<file path="src/rtl/stb_drain_ctrl.sv">
// rtl/stb_drain_ctrl.sv - store buffer drain controller
// Pops store buffer head entries into the dcache, yielding to loads for a bounded time.
module stb_drain_ctrl #(
    parameter int ADDR_WIDTH     = 32,
    parameter int DATA_WIDTH     = 32,
    parameter int BYTE_SEL_WIDTH = 4,
    parameter int MAX_DEFER      = 8,
    parameter int ACK_TIMEOUT    = 64
) (
    input  logic                      clk,
    input  logic                      rst,
    input  logic                      stb_empty,
    input  logic [ADDR_WIDTH-1:0]     stb_head_addr,
    input  logic [DATA_WIDTH-1:0]     stb_head_wdata,
    input  logic [BYTE_SEL_WIDTH-1:0] stb_head_sel_byte,
    output logic                      stb_r_en,
    input  logic                      lsu_load_pending,
    input  logic                      flush_req,
    output logic                      flush_done,
    output logic [ADDR_WIDTH-1:0]     stb2dcache_addr,
    output logic [DATA_WIDTH-1:0]     stb2dcache_wdata,
    output logic [BYTE_SEL_WIDTH-1:0] stb2dcache_sel_byte,
    output logic                      stb2dcache_w_en,
    output logic                      stb2dcache_req,
    input  logic                      dcache2stb_ack,
    output logic                      stb_drain_busy,
    output logic                      stb_drain_err
);

    // Counters keep at least one bit so a zero limit still elaborates.
    localparam int DEFER_W = (MAX_DEFER > 0) ? $clog2(MAX_DEFER + 1) : 1;
    localparam int ACK_W   = (ACK_TIMEOUT > 0) ? $clog2(ACK_TIMEOUT + 1) : 1;
    localparam logic [DEFER_W-1:0] DEFER_MAX = DEFER_W'(MAX_DEFER);
    localparam logic [ACK_W-1:0]   ACK_MAX   = ACK_W'(ACK_TIMEOUT);

    typedef enum logic {
        IDLE,
        WAIT_ACK
    } state_t;

    state_t             state;
    state_t             state_next;
    logic [DEFER_W-1:0] defer_cnt;
    logic [DEFER_W-1:0] defer_cnt_next;
    logic [ACK_W-1:0]   ack_cnt;
    logic [ACK_W-1:0]   ack_cnt_next;
    logic               err_next;
    logic               issue;
    logic               accept;

    assign accept         = stb2dcache_req & dcache2stb_ack;
    assign stb_r_en       = accept;
    assign stb_drain_busy = (state == WAIT_ACK);
    assign flush_done     = flush_req & stb_empty & (state == IDLE);

    always_comb begin
        state_next     = state;
        defer_cnt_next = defer_cnt;
        ack_cnt_next   = ack_cnt;
        err_next       = stb_drain_err;
        issue          = 1'b0;
        case (state)
            IDLE: begin
                issue        = !stb_empty &&
                               (!lsu_load_pending || flush_req || defer_cnt == DEFER_MAX);
                ack_cnt_next = '0;
                if (stb_empty || issue)
                    defer_cnt_next = '0;
                else if (lsu_load_pending && !flush_req && defer_cnt < DEFER_MAX)
                    defer_cnt_next = defer_cnt + 1'b1;
                if (issue)
                    state_next = WAIT_ACK;
            end
            WAIT_ACK: begin
                if (stb_empty)
                    defer_cnt_next = '0;
                if (accept) begin
                    ack_cnt_next = '0;
                    state_next   = IDLE;
                end else begin
                    // The request is never abandoned; the timeout only raises a sticky flag.
                    if (ack_cnt != ACK_MAX)
                        ack_cnt_next = ack_cnt + 1'b1;
                    if (ack_cnt_next == ACK_MAX)
                        err_next = 1'b1;
                end
            end
            default: state_next = IDLE;
        endcase
    end

    always_ff @(posedge clk) begin
        if (rst) begin
            state               <= IDLE;
            defer_cnt           <= '0;
            ack_cnt             <= '0;
            stb_drain_err       <= 1'b0;
            stb2dcache_req      <= 1'b0;
            stb2dcache_w_en     <= 1'b0;
            stb2dcache_addr     <= '0;
            stb2dcache_wdata    <= '0;
            stb2dcache_sel_byte <= '0;
        end else begin
            state         <= state_next;
            defer_cnt     <= defer_cnt_next;
            ack_cnt       <= ack_cnt_next;
            stb_drain_err <= err_next;
            if (accept) begin
                stb2dcache_req      <= 1'b0;
                stb2dcache_w_en     <= 1'b0;
                stb2dcache_addr     <= '0;
                stb2dcache_wdata    <= '0;
                stb2dcache_sel_byte <= '0;
            end else if (issue) begin
                stb2dcache_req      <= 1'b1;
                stb2dcache_w_en     <= 1'b1;
                stb2dcache_addr     <= stb_head_addr;
                stb2dcache_wdata    <= stb_head_wdata;
                stb2dcache_sel_byte <= stb_head_sel_byte;
            end
        end
    end

endmodule

</file>
<file path="config.mk">
export PLATFORM = sky130hd
export DESIGN_NAME = stb_drain_ctrl
export DESIGN_NICKNAME = d
export VERILOG_FILES = /design/src/rtl/stb_drain_ctrl.sv
export SDC_FILE = /design/constraint.sdc
export NUM_CORES = 1
export LEC_CHECK = 0
export BUFFER_PORTS_ARGS = -buffer_cell sky130_fd_sc_hd__clkbuf_2
export CORE_MARGIN = 2
export CORE_UTILIZATION = 47
export CTS_CLUSTER_DIAMETER = 30
export CTS_CLUSTER_SIZE = 16
export DETAILED_ROUTE_END_ITERATION = 12
export MAX_ROUTING_LAYER = met4
export PLACE_DENSITY = 0.81
export SLEW_MARGIN = 20
export SYNTH_ARGS = -nofsm -noshare
export SYNTH_HDL_FRONTEND = slang
export SYNTH_SLANG_ARGS = --single-unit
</file>
<file path="constraint.sdc">
create_clock -name clk -period 1.95 [get_ports clk]
set_input_delay 0.0975 -clock clk [delete_from_list [all_inputs] [get_ports clk]]
set_output_delay 0.0975 -clock clk [all_outputs]
set_load 0.005 [all_outputs]
</file>
==> results.tsv <==
stage	metric	value	unit
die	dieArea	7640	um2
critical_path	crit_required	2.17	ns
timing	slew_headroom	71.1	%
place	port_buffers	147	
yosys	yosysMostFrequentCell	nor2_1	
die	core	6760	um2
grt	grt_usage	21.1	%
power	vdd_drop_max	0.473	mV
grt	grt_pass1_vias	2760	
grt	grt_overflow	0	
power	p_sw	0.898	mW
timing	setup_ws	0.114	ns
critical_path	r2r_slack	0.11	ns
timing	tns	0	ns
cts	insertion_delay	0.34	ns
critical_path	reg2reg_depth	8	
layout	drive_gt1_share	33.2	%
critical_path	r2r-end	stb2dcache_addr[12]	
power	switching_share	25.6	%
routing	vias	2848	
routing	via_per_inst	4.79	
yosys	netlist.area_leader.share	50.2	%
critical_path	max_stage_delay	0.33	ns
yosys	synthesis.area	3270	um2
min_path	hold_class	input pin to flop	
die	num_rows	30	
cts	cts_tree	done	
yosys	synth_seq_area_share	50.2	%
place	globalplace.congestion	0.720	
yosys	synth_cells	313	
routing	firstDrtPassIters	4	
power	powerDensity	756	nW/um2
die	ioPinCount	148	
cts	ctsRootBufferMaster	clkbuf_8	
yosys	synth.area.top_cells	dfxtp_1, mux2i_1, nor2_1, buf_12, ha_1	
routing	drc	0	
timing	drv_slew	0	
power	seq_power_share	52.0	%
cts	cts_buffers	9	
layout	syn_to_final_growth	42.0	%
place	place_hpwl	5090	um
place	placed_cells	525	
routing	ant_nets	0	
timing	clock.fmax	0.545	GHz
layout	fillers	518	
critical_path	crit_family	buffers and inverters	
timing	skew	0.00847	ns
grt	grt_pass1_wl	12200	um
grt	grt_max_degree	44	
die	initial_core_util	48.4	%
critical_path	worstPathArrival	2.06	ns
critical_path	end_kind	flop	
layout	multi_input_area	1360	um2
min_path	whs_path_depth	3	
power	p_clk_share	31.4	%
routing	routed_wl	8040	um
layout	area.sequential	1640	um2
yosys	async_flop_share	0	%
timing	min_period	1.84	ns
yosys	synth_nets	391	
die	die_h	87.4	um
critical_path	crit_path_top_delay_cell	dfxtp_1	
power	internal_power	2.61	mW
routing	drt_iter0_drc	100	
timing	setup_viol	0	
power	comb_power_share	16.6	%
yosys	synth_largest_area_cell	dfxtp_1	
critical_path	cp_cell_sequence	inv_1 > ha_1 > nand3b_4 > a21oi_2 > nor2b_4 > buf_12 > mux2i_1 > nor2_1	
cts	clk_path_buf_depth	2	
power	p_leak	2.19	nW
run	cap_viol_max_count	0	
yosys	ys_warn_count	0	
cts	cts_max_level	3	
min_path	hp-start	stb_head_wdata[14]	
timing	rsz0062_at_grt	no	
timing	worst_slew_pin_slew	0.434	ns
critical_path	r2r-start	defer_cnt[0]	
critical_path	cp_num_buf_inv	2	
cts	clock_sinks	82	
layout	diodes	0	
yosys	synth_commonest_cells	nor2_1, dfxtp_1, mux2i_1, nand2_1, buf_12	
layout	nets	589	
yosys	synth_edf_count	0	
timing	period_share	94.1	%
layout	fin_cells	595	
routing	wl_per_cell	13.5	um
cts	clk_pin_slew	0.08	ns
min_path	min_to	stb2dcache_wdata[14]	
yosys	synth-main-ff-cell	dfxtp_1	
critical_path	start_kind	flop	
yosys	yosys.cell_types.count	33	
critical_path	critPathMaxFanout	41	
status	status	completed	
place	pre_cts_ws	0.120	ns
critical_path	crit_type	flop to flop	
die	die_x	87.4	um
yosys	syn_avg_cell_area	10.4	um2
yosys	ys_ff_latch	82	
timing	hold_viol_final	0	
grt	antenna_found_initial	0	
## repair_timing
action / CTS / global route
hold buffers: 55 / 0
buffers inserted: 0 / 0
hold endpoints to repair: 55 / 0
resized for setup: 0 / 0
## flip-flops by register name, indices dropped and copies added, names as in the netlist
signal	cells
stb2dcache_addr	32
stb2dcache_req	1
ack_cnt	7
defer_cnt	4
stb_drain_err	1
stb2dcache_sel_byte	4
stb_drain_busy	1
stb2dcache_wdata	32
## layer usage
metal	track usage (%)	part of all wire, %	vias up
met1	21.6	40	1302
met4	8.81	1.6	0
met2	39.0	53	98
li1	-	-	1433
met5	-	0	-
met3	4.08	5.1	15
## kinds of logic (layout without fill, tap and decap cells)
family          Yosys count  in the layout  share of synthesized area (%)
simple gates            111            111                           14.5
flops                    82             82                           50.2
mux                      68             68                           20.8
buf+inv                  26            228                           8.42
compound gates           15             15                           2.64
xor+xnor                  7              7                           1.87
fa+ha+maj                 4              4                           1.53
## cell usage in the layout, fill, tap and decap left out, types with 2 or more instances in the layout
master and n:
clkbuf_2 147, nor2_1 84, dfxtp_1 82, mux2i_1 68, dlygate4sd3_1 55, nand2_1 11, clkbuf_8 11, inv_1 7
a21oi_1 6, nand3_1 5, xnor2_1 4, ha_1 4, xor2_1 3, o21ai_0 3, clkinvlp_4 3, a31oi_1 2
buf_12 2, buf_4 2
## worst register-to-register path, cell delays in order, from the launching register on
cell	delay, ns
dfxtp_1	0.33
inv_1	0.09
ha_1	0.22
nand3b_4	0.08
a21oi_2	0.15
nor2b_4	0.22
buf_12	0.29
mux2i_1	0.28
nor2_1	0.06
## worst max path at each step
| stage | startpoint | end | slack (ns) | cells past startpoint |
|---|---|---|---|---|
| global route | defer_cnt[0] | stb2dcache_addr[4] | 0.01 | 8 |
| floorplan | defer_cnt[0] | stb2dcache_addr[31] | 0.37 | 9 |
| finish | defer_cnt[0] | stb2dcache_addr[12] | 0.11 | 8 |
| global placement | defer_cnt[0] | stb2dcache_addr[15] | 0.20 | 8 |
| CTS | defer_cnt[0] | stb2dcache_addr[12] | 0.11 | 8 |
| detailed placement | defer_cnt[0] | stb2dcache_addr[12] | 0.12 | 8 |
## final cells by class
class | instances | area share (%)
repair buffers | 206 | 28.9
clock inverters | 4 | 0.593
flip-flops and latches | 82 | 35.3
well taps | 80 | 2.16
clock buffers | 11 | 3.26
inverters | 7 | 0.566
multi-input cells | 205 | 29.2
## stage by stage
stage	utilization (%)	power, mW	cell area [um2]	hold slack (ns)
floorplan	-	2.19	3270	0.170
global placement	57.9	2.33	3920	0.329
detailed placement	57.9	2.35	3920	0.340
CTS	68.7	3.54	4640	0.000227
global route	68.7	3.67	4640	0.00591
finish	68.7	3.51	4640	0.0103
## power by group through the flow
stage	clock network, mW	logic [mW]	registers, mW
global placement	0	0.476	1.86
finish	1.10	0.582	1.83
detailed placement	0	0.490	1.86
floorplan	0	0.321	1.86
CTS	1.14	0.579	1.82
global route	1.20	0.634	1.84
No activity file was read; power rests on OpenSTA's default activity.
